<file path="config.mk">
export PLATFORM = sky130hd
export DESIGN_NAME = imem_fetch_ctrl_flat
export DESIGN_NICKNAME = d
export VERILOG_FILES = /design/src/rtl/imem_fetch_ctrl_pkg.sv /design/src/rtl/imem_fetch_ctrl_if.sv /design/src/rtl/imem_boot_timer.sv /design/src/rtl/imem_fetch_ctrl.sv /design/src/flat_wrapper.sv
export SDC_FILE = /design/constraint.sdc
export NUM_CORES = 1
export LEC_CHECK = 0
export CAP_MARGIN = 10
export CELL_PAD_IN_SITES_DETAIL_PLACEMENT = 0
export CELL_PAD_IN_SITES_GLOBAL_PLACEMENT = 1
export CORE_MARGIN = 4
export CORE_UTILIZATION = 44
export DETAILED_ROUTE_END_ITERATION = 7
export MAX_ROUTING_LAYER = met4
export PLACE_DENSITY_LB_ADDON = 0.12
export SETUP_SLACK_MARGIN = 0.5
export SLEW_MARGIN = 20
export SYNTH_ARGS = -nofsm -noshare
export SYNTH_HDL_FRONTEND = slang
export SYNTH_SLANG_ARGS = --single-unit
</file>
<file path="constraint.sdc">
create_clock -name clk -period 6 [get_ports clk]
set_input_delay 0.9 -clock clk [delete_from_list [all_inputs] [get_ports clk]]
set_output_delay 0.9 -clock clk [all_outputs]
set_load 0.1 [all_outputs]
</file>
<file path="src/rtl/imem_fetch_ctrl_pkg.sv">
// Shared definitions for the instruction-fetch sequencer: state encoding and
// default widths/constants used by the interface and the controller.
package imem_fetch_ctrl_pkg;

    typedef enum logic [1:0] {
        ST_BOOT = 2'd0,
        ST_RUN  = 2'd1,
        ST_HALT = 2'd2
    } fetch_state_e;

    localparam int          DEF_ADDR_W    = 32;
    localparam logic [31:0] DEF_HALT_WORD = 32'hFC00_0000;

endpackage

</file>
<file path="src/rtl/imem_fetch_ctrl_if.sv">
// Bus between the fetch sequencer (master) and memory/pipeline (slave).
// With IFETCH_PERF_EN defined the bus also carries the fetch/stall counters.
interface imem_fetch_ctrl_if
    import imem_fetch_ctrl_pkg::*;
#(
    parameter int ADDR_W = DEF_ADDR_W
) ();

    logic [ADDR_W-1:0] imem_addr;
    logic [31:0]       imem_instr;
    logic              stall_i;
    logic              redirect_valid;
    logic [ADDR_W-1:0] redirect_pc;
    logic              resume_i;
    logic [31:0]       instr_out;
    logic [ADDR_W-1:0] pc_out;
    logic              instr_valid;
    logic              halted;
`ifdef IFETCH_PERF_EN
    logic [31:0]       fetch_count;
    logic [31:0]       stall_count;
`endif

    modport master (
        output imem_addr, instr_out, pc_out, instr_valid, halted,
`ifdef IFETCH_PERF_EN
        output fetch_count, stall_count,
`endif
        input  imem_instr, stall_i, redirect_valid, redirect_pc, resume_i
    );

    modport slave (
        input  imem_addr, instr_out, pc_out, instr_valid, halted,
`ifdef IFETCH_PERF_EN
        input  fetch_count, stall_count,
`endif
        output imem_instr, stall_i, redirect_valid, redirect_pc, resume_i
    );

endinterface

</file>
<file path="src/rtl/imem_boot_timer.sv">
// Boot-window down-counter: o_done rises once BOOT_CYCLES-1 enabled cycles
// have elapsed since reset, and stays high until the next reset.
module imem_boot_timer
    import imem_fetch_ctrl_pkg::*;
#(
    parameter int BOOT_CYCLES = 2
) (
    input  logic clk,
    input  logic rst,
    input  logic i_en,
    output logic o_done
);

    localparam int CW = (BOOT_CYCLES > 1) ? $clog2(BOOT_CYCLES) : 1;

    logic [CW-1:0] r_cnt;

    always_ff @(posedge clk or negedge rst) begin
        if (!rst) begin
            r_cnt <= CW'(BOOT_CYCLES - 1);
        end else if (i_en && (r_cnt != '0)) begin
            r_cnt <= r_cnt - CW'(1);
        end
    end

    assign o_done = (r_cnt == '0);

endmodule

</file>
<file path="src/rtl/imem_fetch_ctrl.sv">
// Fetch sequencer for a 1-cycle-latency instruction memory: boot wait, streaming,
// stall replay, redirect and halt/resume. IFETCH_PERF_EN adds fetch/stall counters.
module imem_fetch_ctrl
    import imem_fetch_ctrl_pkg::*;
#(
    parameter int                ADDR_W      = DEF_ADDR_W,
    parameter logic [ADDR_W-1:0] RESET_PC    = '0,
    parameter int                BOOT_CYCLES = 2,
    parameter logic [31:0]       HALT_WORD   = DEF_HALT_WORD
) (
    input  logic               clk,
    input  logic               rst,
    imem_fetch_ctrl_if.master  bus
);

    localparam logic [ADDR_W-1:0] PC_ONE = {{(ADDR_W-1){1'b0}}, 1'b1};

    fetch_state_e      r_state;
    logic [ADDR_W-1:0] r_fetch_pc;
    logic [ADDR_W-1:0] r_imem_addr;
    logic [ADDR_W-1:0] r_inflight_pc;
    logic              r_inflight;
    logic [31:0]       r_instr_out;
    logic [ADDR_W-1:0] r_pc_out;
    logic              r_instr_valid;
    logic              r_halted;
    logic              w_boot_done;

    imem_boot_timer #(.BOOT_CYCLES(BOOT_CYCLES)) u_boot_timer (
        .clk    (clk),
        .rst    (rst),
        .i_en   (r_state == ST_BOOT),
        .o_done (w_boot_done)
    );

    always_ff @(posedge clk or negedge rst) begin
        if (!rst) begin
            r_state       <= ST_BOOT;
            r_fetch_pc    <= RESET_PC;
            r_imem_addr   <= RESET_PC;
            r_inflight_pc <= '0;
            r_inflight    <= 1'b0;
            r_instr_out   <= '0;
            r_pc_out      <= '0;
            r_instr_valid <= 1'b0;
            r_halted      <= 1'b0;
        end else begin
            case (r_state)
                ST_BOOT: begin
                    if (w_boot_done) r_state <= ST_RUN;
                end
                ST_RUN: begin
                    if (bus.redirect_valid) begin
                        r_fetch_pc    <= bus.redirect_pc;
                        r_imem_addr   <= bus.redirect_pc;
                        r_inflight    <= 1'b0;
                        r_instr_valid <= 1'b0;
                    end else if (bus.stall_i) begin
                        // Word returning now is dropped; refetch it once the stall clears.
                        if (r_inflight) begin
                            r_fetch_pc  <= r_inflight_pc;
                            r_imem_addr <= r_inflight_pc;
                            r_inflight  <= 1'b0;
                        end
                    end else begin
                        r_instr_valid <= r_inflight;
                        if (r_inflight) begin
                            r_instr_out <= bus.imem_instr;
                            r_pc_out    <= r_inflight_pc;
                        end
                        if (r_inflight && (bus.imem_instr == HALT_WORD)) begin
                            r_state     <= ST_HALT;
                            r_halted    <= 1'b1;
                            r_inflight  <= 1'b0;
                            r_fetch_pc  <= r_inflight_pc + PC_ONE;
                            r_imem_addr <= r_inflight_pc + PC_ONE;
                        end else begin
                            r_fetch_pc    <= r_fetch_pc + PC_ONE;
                            r_imem_addr   <= r_fetch_pc + PC_ONE;
                            r_inflight_pc <= r_fetch_pc;
                            r_inflight    <= 1'b1;
                        end
                    end
                end
                ST_HALT: begin
                    r_instr_valid <= 1'b0;
                    // imem_addr stays frozen while halted and is reloaded on resume.
                    if (bus.resume_i) begin
                        r_state     <= ST_RUN;
                        r_halted    <= 1'b0;
                        r_fetch_pc  <= bus.redirect_valid ? bus.redirect_pc : r_fetch_pc;
                        r_imem_addr <= bus.redirect_valid ? bus.redirect_pc : r_fetch_pc;
                    end else if (bus.redirect_valid) begin
                        r_fetch_pc <= bus.redirect_pc;
                    end
                end
                default: r_state <= ST_BOOT;
            endcase
        end
    end

    assign bus.imem_addr   = r_imem_addr;
    assign bus.instr_out   = r_instr_out;
    assign bus.pc_out      = r_pc_out;
    assign bus.instr_valid = r_instr_valid;
    assign bus.halted      = r_halted;

`ifdef IFETCH_PERF_EN
    function automatic logic [31:0] sat_inc(input logic [31:0] v);
        return (v == 32'hFFFF_FFFF) ? v : v + 32'd1;
    endfunction

    logic        w_deliver;
    logic        w_run_stall;
    logic [31:0] r_fetch_count;
    logic [31:0] r_stall_count;

    assign w_deliver   = (r_state == ST_RUN) && !bus.redirect_valid && !bus.stall_i && r_inflight;
    assign w_run_stall = (r_state == ST_RUN) && bus.stall_i;

    always_ff @(posedge clk or negedge rst) begin
        if (!rst) begin
            r_fetch_count <= '0;
            r_stall_count <= '0;
        end else begin
            if (w_deliver)   r_fetch_count <= sat_inc(r_fetch_count);
            if (w_run_stall) r_stall_count <= sat_inc(r_stall_count);
        end
    end

    assign bus.fetch_count = r_fetch_count;
    assign bus.stall_count = r_stall_count;
`endif

endmodule
</file>
<file path="src/flat_wrapper.sv">
// flat-port wrapper written by rule: the top's interface ports become plain ports
module imem_fetch_ctrl_flat import imem_fetch_ctrl_pkg::*;
#(
    parameter int                ADDR_W      = DEF_ADDR_W,
    parameter logic [ADDR_W-1:0] RESET_PC    = '0,
    parameter int                BOOT_CYCLES = 2,
    parameter logic [31:0]       HALT_WORD   = DEF_HALT_WORD
)
  (clk, rst, bus_imem_addr, bus_instr_out, bus_pc_out, bus_instr_valid, bus_halted, bus_imem_instr, bus_stall_i, bus_redirect_valid, bus_redirect_pc, bus_resume_i);
  imem_fetch_ctrl_if #(.ADDR_W(ADDR_W)) bus_i ();
  input  logic clk;
  input  logic rst;
  output wire logic [$bits(bus_i.imem_addr)-1:0] bus_imem_addr;
  output wire logic [$bits(bus_i.instr_out)-1:0] bus_instr_out;
  output wire logic [$bits(bus_i.pc_out)-1:0] bus_pc_out;
  output wire logic [$bits(bus_i.instr_valid)-1:0] bus_instr_valid;
  output wire logic [$bits(bus_i.halted)-1:0] bus_halted;
  input wire logic [$bits(bus_i.imem_instr)-1:0] bus_imem_instr;
  input wire logic [$bits(bus_i.stall_i)-1:0] bus_stall_i;
  input wire logic [$bits(bus_i.redirect_valid)-1:0] bus_redirect_valid;
  input wire logic [$bits(bus_i.redirect_pc)-1:0] bus_redirect_pc;
  input wire logic [$bits(bus_i.resume_i)-1:0] bus_resume_i;
  assign bus_imem_addr = bus_i.imem_addr;
  assign bus_instr_out = bus_i.instr_out;
  assign bus_pc_out = bus_i.pc_out;
  assign bus_instr_valid = bus_i.instr_valid;
  assign bus_halted = bus_i.halted;
  assign bus_i.imem_instr = bus_imem_instr;
  assign bus_i.stall_i = bus_stall_i;
  assign bus_i.redirect_valid = bus_redirect_valid;
  assign bus_i.redirect_pc = bus_redirect_pc;
  assign bus_i.resume_i = bus_resume_i;
  imem_fetch_ctrl #(.ADDR_W(ADDR_W), .RESET_PC(RESET_PC), .BOOT_CYCLES(BOOT_CYCLES), .HALT_WORD(HALT_WORD)) u_core (.clk(clk), .rst(rst), .bus(bus_i));
endmodule
</file>
* Yosys cells after proc, flatten, opt, wreduce, memory -nomap -nowiden
Index checks and enable logic that the tools add are counted.
Operators by class: add/sub/neg operators 3, equal/unequal tests 10, muxes and demuxes 25, bitwise operators 3, reduce and logical (&&, ||, !) cells 11
Operators by type and width (number):
- 2-to-1 mux 32 bit | 6
- one-hot mux 32 bit (2 select lines) | 2
- adder 32 x 1 -> 32 bit, second input constant | 2
- == test 32 bit, second input constant | 1
- 2-to-1 mux 2 bit | 5
- AND reduction 5 bit | 2
- 2-to-1 mux 1 bit | 9
- != test 2 bit, second input constant | 4
- AND reduction 4 bit | 2
- one-hot mux 2 bit (3 select lines) | 1
- != test 4 x 3 -> 1 bit, second input constant | 1
- one-hot mux 1 bit (2 select lines) | 2
- AND reduction 2 bit | 2
- != test 3 bit, second input constant | 1
- NOT 1 bit | 3
- AND reduction 3 bit | 1
- == test 2 x 1 -> 1 bit, second input constant | 1
- == test 2 bit, second input constant | 1
- logical AND 1 bit | 2
- logical NOT 2 bit | 1
- != test 2 x 1 -> 1 bit, second input constant | 1
- nonzero test 2 bit | 1
- subtractor 1 bit, second input constant | 1
Word-level totals: register bits after elaboration 166, input bits 69, output and inout port bits 98, logic and storage cells 62

* Logic depth before layout (Yosys ltp)
Gate-level depths: netlist of the first run.
depth after elaboration 6, gate-level depth with buffers 16

* By module
A second synthesis of the first run with hierarchy kept.
Second synthesis, totals: cells, all modules 899, area, all modules 8931.1 um^2
By module, submodules not included:
- imem_fetch_ctrl | instances 1, cells an instance 896, area each 8887.3 um^2, sequential area each 4129.0 um^2
- imem_boot_timer | instances 1, cells an instance 3, area each 43.8 um^2, sequential area each 26.3 um^2

* Worst setup path before layout of the first run
Ideal clock, no wire load.
kind input to register, start in bus_imem_instr[19], end reg u_core.r_imem_addr[22] (netlist: u_core.bus.imem_addr[22]), data arrival time 4.421 ns, setup slack 1.453 ns, cell stages on the path 16, buffers on the path 3, path through nor4b_1 nand3_1 nor3_2 buf_2 clkbuf_1 nand2_1 nand2_1 ha_1 clkbuf_1 nand4_1 nor3_1 nand2_1 xnor2_1 o21ai_1 a221o_1 mux2_2
On the way: word-level cells in the longest chain between the ends 6
Ends and longest elaborated chain:
- from (decl) | line flat_wrapper.sv:18 | input wire logic [$bits(bus_i.imem_instr)-1:0] bus_imem_instr;
- == test 32 bit | line imem_fetch_ctrl.sv:71 | if (r_inflight && (bus.imem_instr == HALT_WORD)) begin
- logical AND 1 bit | line imem_fetch_ctrl.sv:71
- 2-to-1 mux 32 bit | line imem_fetch_ctrl.sv:71
- 2-to-1 mux 32 bit | line imem_fetch_ctrl.sv:58 | end else if (bus.stall_i) begin
- 2-to-1 mux 32 bit | line imem_fetch_ctrl.sv:53 | if (bus.redirect_valid) begin
- one-hot mux 32 bit (2 select lines) | line imem_fetch_ctrl.sv:48 | case (r_state)
- to (signal assigned) | line imem_fetch_ctrl.sv:55 | r_imem_addr <= bus.redirect_pc;
- to (signal assigned) | line imem_fetch_ctrl.sv:62 | r_imem_addr <= r_inflight_pc;
- to (signal assigned) | line imem_fetch_ctrl.sv:76 | r_imem_addr <= r_inflight_pc + PC_ONE;
- to (decl) | line imem_fetch_ctrl.sv:20 | logic [ADDR_W-1:0] r_imem_addr;
Every way passes these cells. A chain may end at the register's enable or synchronous reset.

* Worst setup path after layout of the first run
start in bus_imem_instr[1], end reg u_core.r_fetch_pc[30]
On the way: word-level cells in the longest chain between the ends 6
Ends and longest elaborated chain:
- == test 32 bit | line imem_fetch_ctrl.sv:71
- logical AND 1 bit | line imem_fetch_ctrl.sv:71
- 2-to-1 mux 32 bit | line imem_fetch_ctrl.sv:71
- 2-to-1 mux 32 bit | line imem_fetch_ctrl.sv:58
- 2-to-1 mux 32 bit | line imem_fetch_ctrl.sv:53
- one-hot mux 32 bit (2 select lines) | line imem_fetch_ctrl.sv:48
- to (signal assigned) | line imem_fetch_ctrl.sv:54 | r_fetch_pc <= bus.redirect_pc;
- to (signal assigned) | line imem_fetch_ctrl.sv:61 | r_fetch_pc <= r_inflight_pc;
- to (signal assigned) | line imem_fetch_ctrl.sv:75 | r_fetch_pc <= r_inflight_pc + PC_ONE;
- to (decl) | line imem_fetch_ctrl.sv:19 | logic [ADDR_W-1:0] r_fetch_pc;
Every way passes these cells.

==> summary by stage, run 1 <==
Die
The initial core utilization is 0.446. The area of the die is roughly 23000 um2. The die boundary height is between 150 and 200 um. The core footprint is 20200 um2. After floorplanning, the core was divided into 52 placement rows. The die is between 150 and 200 um wide. The top-level port count is 167.

Critical path
For the worst setup path, the data required time is about 6.3 ns. The launching element type of the critical path is a primary input. Traced cell by cell, the critical path runs through clkdlybuf4s50_1 -> nor4_1 -> nand4_1 -> nor3_4 -> mux2_2 -> ha_1 -> nand3_1 -> nor4_1 -> nand3_1 -> mux2i_1 -> a2111oi_0 -> nor3_1 -> a221oi_1. On the worst path, the slowest cell contributes a delay of between 0.6 and 0.7 ns. The worst setup path is captured at a flop. Tracing the worst setup path back leads to its startpoint at bus_imem_instr[1].

The largest driver fanout on the critical path is 10. The kind of cell with the highest combined delay along the critical path is simple AND/OR/NAND/NOR gates. The slowest cell on the critical path is nor4_1.

The worst setup path is of the in -> reg kind. The worst register-to-register path begins at u_core.r_inflight$_DFFE_PN0P_. The signal arrival time at the worst endpoint is about 5.4 ns. Together, buffers and inverters on the worst path number 1.

Clock network
The number of setup buffers added after CTS is 0. The CTS buffer count is 17. The number of gates resized after CTS was 0.

The clock edge transition at the registers on the reported setup and hold paths is around 0.070 ns. The root buffer cell chosen for the clock tree is clkbuf_16. TritonCTS built the clock tree. The maximum clock insertion buffer count is 2. The deepest level of the CTS H-tree is 4.

For this design, the CTS-stage hold fixing added 0 buffers. The later pin in the worst-skew pair is clocked with a latency of approximately 0.44 ns. The clock net in this run drives a total of about 170 sinks.

Synth
A synthesized cell averages between 9 and 10 um2. The Yosys warning count is 0. Synthesis produced approximately 910 cells. The count of flip-flops with a built-in enable after synthesis is 0. The share of the Yosys chip area taken by registers is 0.460. The top flip-flop cell by instance count after synthesis is dfrtp_1. The most area-hungry cell type in the Yosys netlist is dfrtp_1. By area the synthesized netlist is led by dfrtp_1 (46%), mux2_2 (15%), nand2_1 (3.3%). The post-synthesis register bit count is around 170. The distinct cell type count after synthesis is between 60 and 70. The post-synthesis net count is ~1000. Of all flip-flops after synthesis, the portion carrying an async set or reset was 1.00. The mapped cell area is approximately 9000 um2. The portion of synthesized cell area occupied by the leading cell type is 0.457.

STA
Clock skew on the completed layout was measured at approximately 0.011 ns. The number of failing hold endpoints at the final stage is 0. The maximum clock frequency is 0.193 GHz.

The worst pin sits at a relative slew slack of 0.305. In the final timing run, aggregate negative setup slack is 0 ns. Setup violations remaining at the end of the flow were counted as 0. The actual slew at the worst max-slew pin is approximately 1.0 ns. Setup repair after global routing left no endpoint under its margin. Subtracting the final worst setup slack from the clock period gives 5.18 ns.

The final number of max-transition violations came to 0. Of the available clock period, the critical path in the final layout requires 0.863.

Global route
The first-pass GRT wire length is between 40000 and 50000 um. In the global route stage, met2 resource usage came out at 0.374. The maximum number of pins on one net before global-route repair is 60. The peak-usage layer in the global routing report is met1.

Global routing finished with a remaining overflow of 0. In the global route stage, overall resource usage came out at 0.259. In the global route stage, met1 resource usage came out at 0.376. The initial antenna violation count came to 0. The met3 demand-to-capacity share in global routing is 0.0467. The via count of the first global-routing pass is approximately 7600.

Placed design
The placer congestion estimate is roughly 0.9. During placement, the flow inserted port buffers numbering 166. The detailed placer's ending HPWL is roughly 19000 um.

Drt
The pre-antenna-repair detailed-routing pass consisted of 7 iterations. The final routed wire length divided by cell count is 21.5 um. The initial detailed-routing violation count is 723. The final layout contains routed wiring with a total length of 28500 um. Dividing the detail-routed via count by the number of cells gives 5.91.

The count of nets left with antenna violations once routing finished came out at 0. In the routed design, unresolved DRC markers number 0. The final route contains approximately 8000 vias.

Cells and area
The signed area change from the synthesized netlist to the final layout is 27.6%. 0 antenna diodes ended up in the layout. In the final layout, the share of cells above drive strength 1 is 0.175.

The net count of the finished layout is between 1000 and 1500.

Run
Max-cap violations in this run came to 0.

Run status
The flow ran to the end, and the final reports show no timing, DRC or antenna violations.

Worst hold path
The class of the tightest hold or removal check is in -> async.
worst paths after layout:
check / endpoint / slack, ns / cells past startpoint
setup / recovery: u_core.r_fetch_pc[30]$_DFFE_PN0P_ / 0.82 / 13
hold / removal: u_core.bus.imem_addr[25]$_DFFE_PN0P_ / 0.43 / 1
setup reg to reg: u_core.r_fetch_pc[30]$_DFFE_PN0P_ / 1.48 / 12
hold reg to reg: u_core.bus.imem_addr[9]$_DFFE_PN0P_ / 0.48 / 1
max in group asynchronous: u_core.bus.instr_out[9]$_DFFE_PN0P_ / 4.37 / 2
min in group clk: u_core.bus.imem_addr[9]$_DFFE_PN0P_ / 0.48 / 1
cells by family (layout without fill, tap and decap cells):
family,Yosys count,in the layout,synth area share
DFF,166,166,0.460
xor gates and xnor gates,27,27,0.0262
and+or+nand+nor,283,283,0.153
AOI/OAI and AO/OA,198,198,0.141
buffers and inverters,90,238,0.0396
muxes,141,141,0.174
adders and majority gates,4,4,0.00554
worst reg2reg max path, delay by kind of cell (launching register included):
| family | cells | cell delay [ns] |
|---|---|---|
| and+or+nand+nor | 7 | 2.51 |
| DFF | 1 | 0.43 |
| AOI/OAI and AO/OA | 2 | 0.34 |
| muxes | 2 | 0.69 |
| adders and majority gates | 1 | 0.37 |
cell usage after synthesis, types with 3 or more instances:
library cell and number:
nor3_1 25, nor2_1 64, mux2_2 121, and4_1 5
a221oi_1 20, mux2i_1 19, dfrtp_1 165, a221o_1 5
a22oi_1 8, xnor2_1 19, ha_1 4, a2bb2oi_1 3
a21oi_1 45, clkbuf_1 54, o22ai_1 3, a21o_1 7
nand3_1 32, buf_2 9, or4_1 5, buf_1 3
inv_1 21, and2_1 4, a31oi_1 11, or3_1 7
nand4_1 20, o211ai_1 4, o21ai_1 5, and3_1 9
o21ai_0 54, a21boi_0 5, nor4_1 20, xor2_1 8
nand2_1 80, o31ai_1 10
flip-flops by register name, indices dropped and copies added, names as in the netlist:
| signal | count |
|---|---|
| u_core.bus.imem_addr | 32 |
| u_core.bus.instr_out | 32 |
| u_core.bus.pc_out | 32 |
| u_core.r_fetch_pc | 32 |
| u_core.r_inflight_pc | 32 |
| u_core.r_state | 2 |
| u_core.bus.halted | 1 |
| u_core.bus.instr_valid | 1 |
| u_core.r_inflight | 1 |
| u_core.u_boot_timer.r_cnt | 1 |
layout make-up:
type,count,area [um2]
tap,270,338
multi-input combinational,653,4530
clock inverter,13,158
sequential,166,4160
fill,1821,8720
clock buffer,19,453
inverter,21,78.8
timing repair buffer,185,1800
metrics by stage:
stage | setup WS [ns] | util | cells | area (um2) | hold slack (ns)
6_report | 0.823 | 0.569 | 1327 | 11500 | 0.430
5_1_grt | 0.547 | 0.569 | 1327 | 11500 | 0.476
4_1_cts | 1.01 | 0.569 | 1327 | 11500 | 0.455
3_5_place_dp | 0.590 | 0.539 | 1295 | 10900 | 0.465
3_3_place_gp | 0.692 | 0.539 | 1295 | 10900 | 0.459
2_1_floorplan | 1.45 | - | 909 | 9030 | 0.466
cell usage in the layout (no fill, tap or decap), drive strengths merged, types with 7 or more instances in the layout:
master / count
nor4: 21
clkdlybuf4s50: 164
xor2: 8
a221oi: 20
nor3: 26
a21o: 7
o31ai: 10
and3: 9
xnor2: 19
o21ai: 59
nand2: 80
nor2: 64
inv: 28
nand3: 32
a31oi: 11
mux2: 122
or3: 7
buf: 21
clkbuf: 19
dfrtp: 165
a21oi: 45
mux2i: 19
a22oi: 8
nand4: 21
metal layers:
metal	share of wire	up-vias
li1	-	3605
met1	0.46	3840
met2	0.44	367
met3	0.082	37
met4	0.017	0
met5	0	-
Power of run 1 is left out: the tool's default activity adds up to more than one toggle a clock period on the data nets, which glitch-free logic cannot reach.
==> inputs of run 2 (changes only) <==
--- a/config.mk
+++ b/config.mk
@@ -17,4 +17,5 @@
 export SLEW_MARGIN = 20
 export SYNTH_ARGS = -nofsm -noshare
 export SYNTH_HDL_FRONTEND = slang
+export SYNTH_HIERARCHICAL = 1
 export SYNTH_SLANG_ARGS = --single-unit
==> summary by stage, run 2 <==
Critical path
The slowest cell on the critical path is or3_1. The largest driver fanout on the critical path is 9 (-1). The required time of the worst setup path is 6.36 ns (+0.10 ns). The longest individual stage delay on the worst path is 0.59 ns (-0.10 ns). The worst reg2reg path startpoint is u_core/r_inflight$_DFFE_PN0P_. The depth of the worst register-to-register path is 13 (+1). The worst setup path is launched from a primary input. The signal arrival time at the worst endpoint came to 4.85 ns (-0.59 ns). The worst setup path is of the in -> reg kind. Walking the worst path, the cells encountered are clkdlybuf4s50_1 -> nor4_1 -> nand4_1 -> or3_1 -> nand2_1 -> nand2_1 -> ha_1 -> and4_1 -> nand4_1 -> nor2_1 -> and4_1 -> o2111a_1 -> or3_1 -> o21ai_1. The worst setup path is captured at a flop. The number of buffer and inverter instances along the worst setup path was 1 (unchanged). The register-to-register path setup slack came to 2.17 ns (+0.69 ns). The capture instance of the worst register-to-register path is u_core/bus.imem_addr[20]$_DFFE_PN0P_. The cell family contributing the most delay on the critical path is simple AND/OR/NAND/NOR gates.

Cells and area
Leaving out fill and tap cells, the most frequent cell in the layout is dfrtp_1. The signed area change from the synthesized netlist to the final layout is 27.7%. The post-route core utilization was 0.579 (+0.00946). The share of cells above drive strength 1 was 0.174 (-0.00107).

The top cell types in the final layout, fill and taps aside, are dfrtp_1 (165), clkdlybuf4s50_1 (164), mux2_2 (115), nand2_1 (96), o21ai_0 (63). The final cell area excluding filler cells was 11400 um2 (-0.93%). The net count of the finished layout is 1112 (-0.45%).

STA
The share of the clock period used by the worst path was 0.749 (-0.113). The final number of max-transition violations is 0 (unchanged). The final total negative setup slack is 0 ns (unchanged). The post-route minimum period is 4.50 ns (-0.681 ns). The worst slew margin relative to its limit came to 0.322 (+0.0173). The maximum clock frequency is 0.222 GHz (+15%).

The actual slew at the worst max-slew pin is 1.01 ns (-0.0258 ns). The final worst clock skew came to 0.00803 ns (-0.00301 ns). The number of failing hold endpoints at the final stage is 0 (unchanged). The setup violation total in the final timing report is 0 (unchanged). Setup repair after global routing left no endpoint under its margin.

The final worst setup slack came to 1.50 ns (+0.681 ns).

Drt
The final routed DRC violation total came to 0 (unchanged). The total vias in the final route is 7748 (-1.3%). The per-cell via count in the routed design is 5.88 (-0.61%).

The first-pass detailed-route iteration total is 5 (-2). The overall routed net length is 28500 um (about the same). The final routed wire length divided by cell count is 21.6 um (+0.58%). The number of routed nets with antenna violations is 0 (unchanged). The initial detailed-routing violation count is 685 (-5.3%).

Synth
The distinct cell type count after synthesis is 71 (+15%). The synthesized netlist cell count is 899 (-1.1%). The portion of synthesized cell area occupied by the leading cell type is 0.462 (+0.00487). The mapped cell area is 8930 um2 (-1.1%). The post-synthesis area per instance is 9.93 um2 (about the same). After synthesis, the most frequently instantiated cells are dfrtp_1 (165), mux2_2 (115), nand2_1 (96), o21ai_0 (64), nor2_1 (48). The Yosys warning count is 6 (+6).

For this run, the leading register cell type out of synthesis is dfrtp_1. The count of flip-flops with a built-in enable after synthesis came to 0 (unchanged). The fraction of synthesis flops using an asynchronous set or reset pin was 1.00 (unchanged).

The portion of the post-synthesis area used by sequential elements is 0.465 (+0.00490). The post-synthesis register bit count was 166 (unchanged). The cell with the most instances after synthesis is dfrtp_1. In the post-synthesis netlist, the biggest area contributors are dfrtp_1 (46%), mux2_2 (14%), nand2_1 (4.0%). The post-synthesis net count is 972 (-1.0%). The most area-hungry cell type in the Yosys netlist is dfrtp_1.

Placed design
The detailed placer's ending HPWL came to 19900 um (+2.7%). The placer congestion estimate is 0.910 (-1.5%). The worst-case setup slack after placement came to 1.10 ns (+0.510 ns). The area of placed instances is 10800 um2 (-0.79%). The number of buffers inserted by port buffering is 166 (unchanged).

Run status
The run finished with clean final reports.

Die
The core footprint is 19700 um2 (-2.6%). The top-level port count is 167 (unchanged). The cell row count is 51 (-1.9%). The width of the chip was 150 um (-0.50%). The area of the die came to 22600 um2 (-1.0%). The die boundary height was 150 um (-0.50%).

The initial core utilization is 0.453 (+0.00687).

Global route
The leftover overflow at the end of global routing is 0 (unchanged). The via count of the first global-routing pass is 7687 (+1.0%). The initial antenna violation count came to 1 (+1). The first-pass GRT wire length was 44700 um (+0.79%). The overall track demand over capacity in global routing is 0.264 (+0.00514). The maximum number of pins on one net before global-route repair is 74 (+23%).

Clock network
Clock tree synthesis selected as its root buffer the cell clkbuf_16. The deepest level of the CTS H-tree is 4 (unchanged). TritonCTS built the clock tree.

The clock edge transition at the registers on the reported setup and hold paths is 0.07 ns (about the same). The number of hold buffers added after CTS is 0 (unchanged). The maximum clock insertion buffer count is 2 (unchanged). The number of setup buffers added after CTS is 0 (unchanged).

The clock sink total is 166 (unchanged). The CTS buffer count is 17 (unchanged). The clock latency reported for the late side of the worst-skew pair was 0.44 ns (about the same).

The post-CTS resize count is 0 (unchanged).

Worst hold path
The tightest min-delay check is of the in -> async type.

Run
The number of max-cap violations is 0 (unchanged).
==> run 2: cell type report <==
| cell class | count | area, um2 |
|---|---|---|
| Clock inverter | 15 | 161 |
| Timing Repair Buffer | 185 | 1800 |
| Tap cell | 265 | 332 |
| Fill cell | 1763 | 8310 |
| Multi-Input combinational cell | 652 | 4470 |
| Sequential cell | 166 | 4160 |
| Clock buffer | 17 | 425 |
| Inverter | 17 | 63.8 |
| Antenna cell | 1 | 2.50 |
==> run 2: how the worst max path moves through the flow <==
stage | from | to | slack, ns | depth (start not counted)
after floorplan | bus_imem_instr[21] | u_core/r_fetch_pc[30]$_DFFE_PN0P_ | 1.41 | 15
after global placement | bus_imem_instr[7] | u_core/r_fetch_pc[20]$_DFFE_PN0P_ | 1.15 | 14
after CTS | bus_imem_instr[3] | u_core/bus.imem_addr[20]$_DFFE_PN0P_ | 1.54 | 14
final | bus_imem_instr[3] | u_core/bus.imem_addr[20]$_DFFE_PN0P_ | 1.50 | 14
after global routing | bus_imem_instr[7] | u_core/r_fetch_pc[28]$_DFFE_PN0P_ | 1.33 | 14
after detailed placement | bus_imem_instr[7] | u_core/bus.imem_addr[20]$_DFFE_PN0P_ | 1.10 | 14
==> run 2: logic make-up (layout without fill, tap and decap cells) <==
logic type / Yosys count / count (layout) / synth area share
adders and majority gates: 4 / 4 / 0.00560
AOI/OAI and AO/OA: 198 / 198 / 0.137
and+or+nand+nor: 295 / 295 / 0.170
buffers and inverters: 81 / 234 / 0.0356
muxes: 125 / 125 / 0.156
xor gates and xnor gates: 30 / 30 / 0.0294
DFF: 166 / 166 / 0.465
other: 0 / 1 / 0
==> run 2: stage by stage <==
stage	cells	hold slack (ns)
2_1_floorplan	899	0.462
3_5_place_dp	1285	0.467
4_1_cts	1317	0.478
3_3_place_gp	1285	0.460
6_report	1318	0.472
5_1_grt	1318	0.488
==> run 2: layer usage <==
layer / GRT usage / vias up / wire length, um
li1: - / 3600 / -
met1: 0.371 / 3781 / 12800
met2: 0.384 / 330 / 12800
met3: 0.0599 / 37 / 2270
met4: 0.0787 / 0 / 573
met5: - / - / 0
Power of run 2 is left out for the same reason.
==> inputs of run 3 (changes only) <==
--- a/config.mk
+++ b/config.mk
@@ -9,7 +9,7 @@
 export CELL_PAD_IN_SITES_DETAIL_PLACEMENT = 0
 export CELL_PAD_IN_SITES_GLOBAL_PLACEMENT = 1
 export CORE_MARGIN = 4
-export CORE_UTILIZATION = 44
+export CORE_UTILIZATION = 37
 export DETAILED_ROUTE_END_ITERATION = 7
 export MAX_ROUTING_LAYER = met4
 export PLACE_DENSITY_LB_ADDON = 0.12
==> constraint.sdc (replaced) <==
create_clock -name clk -period 3.75 [get_ports clk]
set_input_delay 0.5625 -clock clk [delete_from_list [all_inputs] [get_ports clk]]
set_output_delay 0.5625 -clock clk [all_outputs]
set_load 0.1 [all_outputs]
==> summary by stage, run 3 (synthesized netlist as in run 2, its figures left out) <==
Run status
The flow ran to the end, and the final reports show no timing, DRC or antenna violations.

Global route
The maximum number of pins on one net before global-route repair came to 86 (+16%). The leftover overflow at the end of global routing is 0 (unchanged). The initial antenna violation count is 1 (unchanged). The first-pass GRT wire length is 48000 um (+7.4%).

The via count of the first global-routing pass is 7852 (+2.1%). The overall track demand over capacity in global routing was 0.243 (-0.0211).

Die
The width of the chip is 163 um (+8.6%). The core footprint is 23600 um2 (+20%). The die boundary height is 163 um (+8.6%).

The initial core utilization came to 0.378 (-0.0747). The area of the die is 26700 um2 (+18%). The cell row count is 56 (+9.8%). The top-level port count came to 167 (unchanged).

Critical path
STA classifies the critical path endpoint as a flop. The depth of the worst register-to-register path is 15 (+2). The signal arrival time at the worst endpoint is 3.62 ns (-1.23 ns). The worst setup path is launched from a flop.

The path type of the worst setup path is reg -> reg. The required time of the worst setup path is 4.11 ns (-2.25 ns). The largest driver fanout on the critical path is 3 (-6).

Placed design
The area of placed instances was 11200 um2 (+3.8%). The number of placed cells counting well taps is 1372 (+6.8%). The number of buffers inserted by port buffering is 166 (unchanged). The detailed placer's ending HPWL is 21800 um (+9.5%). The placer congestion estimate is 0.915 (+0.56%). The worst-case setup slack after placement is -0.374 ns (-1.47 ns).

Power
The overall power of the completed layout is approximately 13 mW. The power density over the cells is between 1000 and 1500 nW/um2. The leakage power summed over all cells is around 5.0 nW.

The worst vdd rail ir drop is between 0.7 and 0.8 mV.

Drt
The per-cell via count in the routed design was 5.56 (-5.4%). The initial detailed-routing violation count is 589 (-14%). The overall routed net length came to 31500 um (+11%).

The final routed DRC violation total is 0 (unchanged). The first-pass detailed-route iteration total is 4 (-1). The final routed wire length divided by cell count is 22.3 um (+3.0%). The number of routed nets with antenna violations was 0 (unchanged). The total vias in the final route came to 7864 (+1.5%).

Clock network
The deepest level of the CTS H-tree was 4 (unchanged). The maximum clock insertion buffer count is 2 (unchanged). The number of hold buffers added after CTS is 0 (unchanged). The CTS buffer count is 17 (unchanged). The clock latency reported for the late side of the worst-skew pair came to 0.43 ns (about the same). The cell chosen for the clock root is clkbuf_16. The clock edge transition at the registers on the reported setup and hold paths is 0.07 ns (about the same). The clock sink total is 166 (unchanged). The TritonCTS clock tree is yes.

Cells and area
In the layout the commonest cells are dfrtp_1 (164), clkdlybuf4s50_1 (143), mux2_2 (113), nand2_1 (89), buf_4 (53). The share of cells above drive strength 1 is 0.248 (+0.0738). The signed area change from the synthesized netlist to the final layout is 35.9%. The net count of the finished layout came to 1154 (+3.8%). The library cell used most frequently in the layout, excluding fill and tap cells, is dfrtp_1. The final cell count without fillers is 1414 (+7.3%). The total of fill cells in the finished design is 2208 (+25%).

The final cell area excluding filler cells is 12100 um2 (+6.4%).

STA
The final number of max-transition violations is 0 (unchanged). Of the available clock period, the critical path in the final layout requires 0.871. The final worst setup slack came to 0.482 ns (-1.02 ns).

The number of failing hold endpoints at the final stage is 0 (unchanged). Setup repair after global routing could not meet its margin everywhere. The actual slew at the worst max-slew pin is 1.03 ns (+0.0158 ns). The final total negative setup slack is 0 ns (unchanged). The final worst clock skew is 0.0106 ns (+0.00258 ns).

The worst slew margin relative to its limit is 0.313 (-0.00840). The maximum clock frequency is ~0.31 GHz. The routed design could run at a clock period as short as approximately 3.3 ns. The setup violation total in the final timing report is 0 (unchanged).

Run
The number of max-cap violations is 0 (unchanged).

Worst hold path
The tightest min-delay check is of the in -> async type.
-- run 3: metrics by stage --
stage,util,hold slack (ns)
after global routing,0.514,0.263
final,0.514,0.194
after floorplan,-,0.267
after CTS,0.505,0.238
after detailed placement,0.476,0.468
after global placement,0.476,0.460
-- run 3: path summary, 6_finish.rpt --
path | from | end | slack (ns)
worst max-delay path | u_core/r_inflight$_DFFE_PN0P_ | u_core/r_fetch_pc[20]$_DFFE_PN0P_ | 0.48
worst min-delay path | rst | u_core/bus.imem_addr[1]$_DFFE_PN0P_ | 0.19
worst max register to register | u_core/r_inflight$_DFFE_PN0P_ | u_core/r_fetch_pc[20]$_DFFE_PN0P_ | 0.48
worst min register to register | u_core/bus.imem_addr[21]$_DFFE_PN0P_ | u_core/bus.imem_addr[21]$_DFFE_PN0P_ | 0.48
max in group asynchronous | rst | u_core/u_boot_timer/r_cnt$_DFFE_PN1P_ | 2.69
min in group clk | bus_imem_instr[25] | u_core/bus.instr_out[25]$_DFFE_PN0P_ | 0.42
-- run 3: area by class of cell --
type	instances	area (um2)	area share
multi-input combinational	652	4760	0.392
clock inverter	13	160	0.0132
sequential	166	4160	0.342
timing repair buffer	227	2150	0.177
clock buffer	19	443	0.0365
inverter	17	63.8	0.00526
antenna	1	2.50	0.000206
tap	319	399	0.0329
-- run 3: report_power, final --
part           internal (mW)  switching [mW]  total, mW
Sequential              2.62            1.03       3.65
Combinational           2.00            5.06       7.06
Clock                   1.02           0.821       1.85
Total                   5.64            6.91       12.6
-- run 3: timing repair --
action,CTS,global route
setup buffers,4,5
pin swaps,17,30
gates resized for setup,33,62
endpoints found under the setup margin,28,28
-- run 3: critical path: stages, from the launching register on --
cell	delay, ns
dfrtp_2	0.39
nor4b_4	0.24
nand4_1	0.26
buf_4	0.22
or3_4	0.40
nand2_2	0.08
nand2_2	0.07
ha_4	0.17
and4_4	0.15
nand4_1	0.11
buf_6	0.14
nor2_4	0.03
and4_4	0.20
o2111a_1	0.22
or3_4	0.39
a21oi_2	0.13
-- run 3: routing by layer --
metal | wire [um] | track usage | part of all wire
met5 | 0 | - | 0
met4 | 533 | 0.0713 | 0.017
met3 | 2050 | 0.0484 | 0.065
met2 | 14200 | 0.363 | 0.45
met1 | 14700 | 0.338 | 0.47
Note: power is estimated with default switching activity, not from simulation.
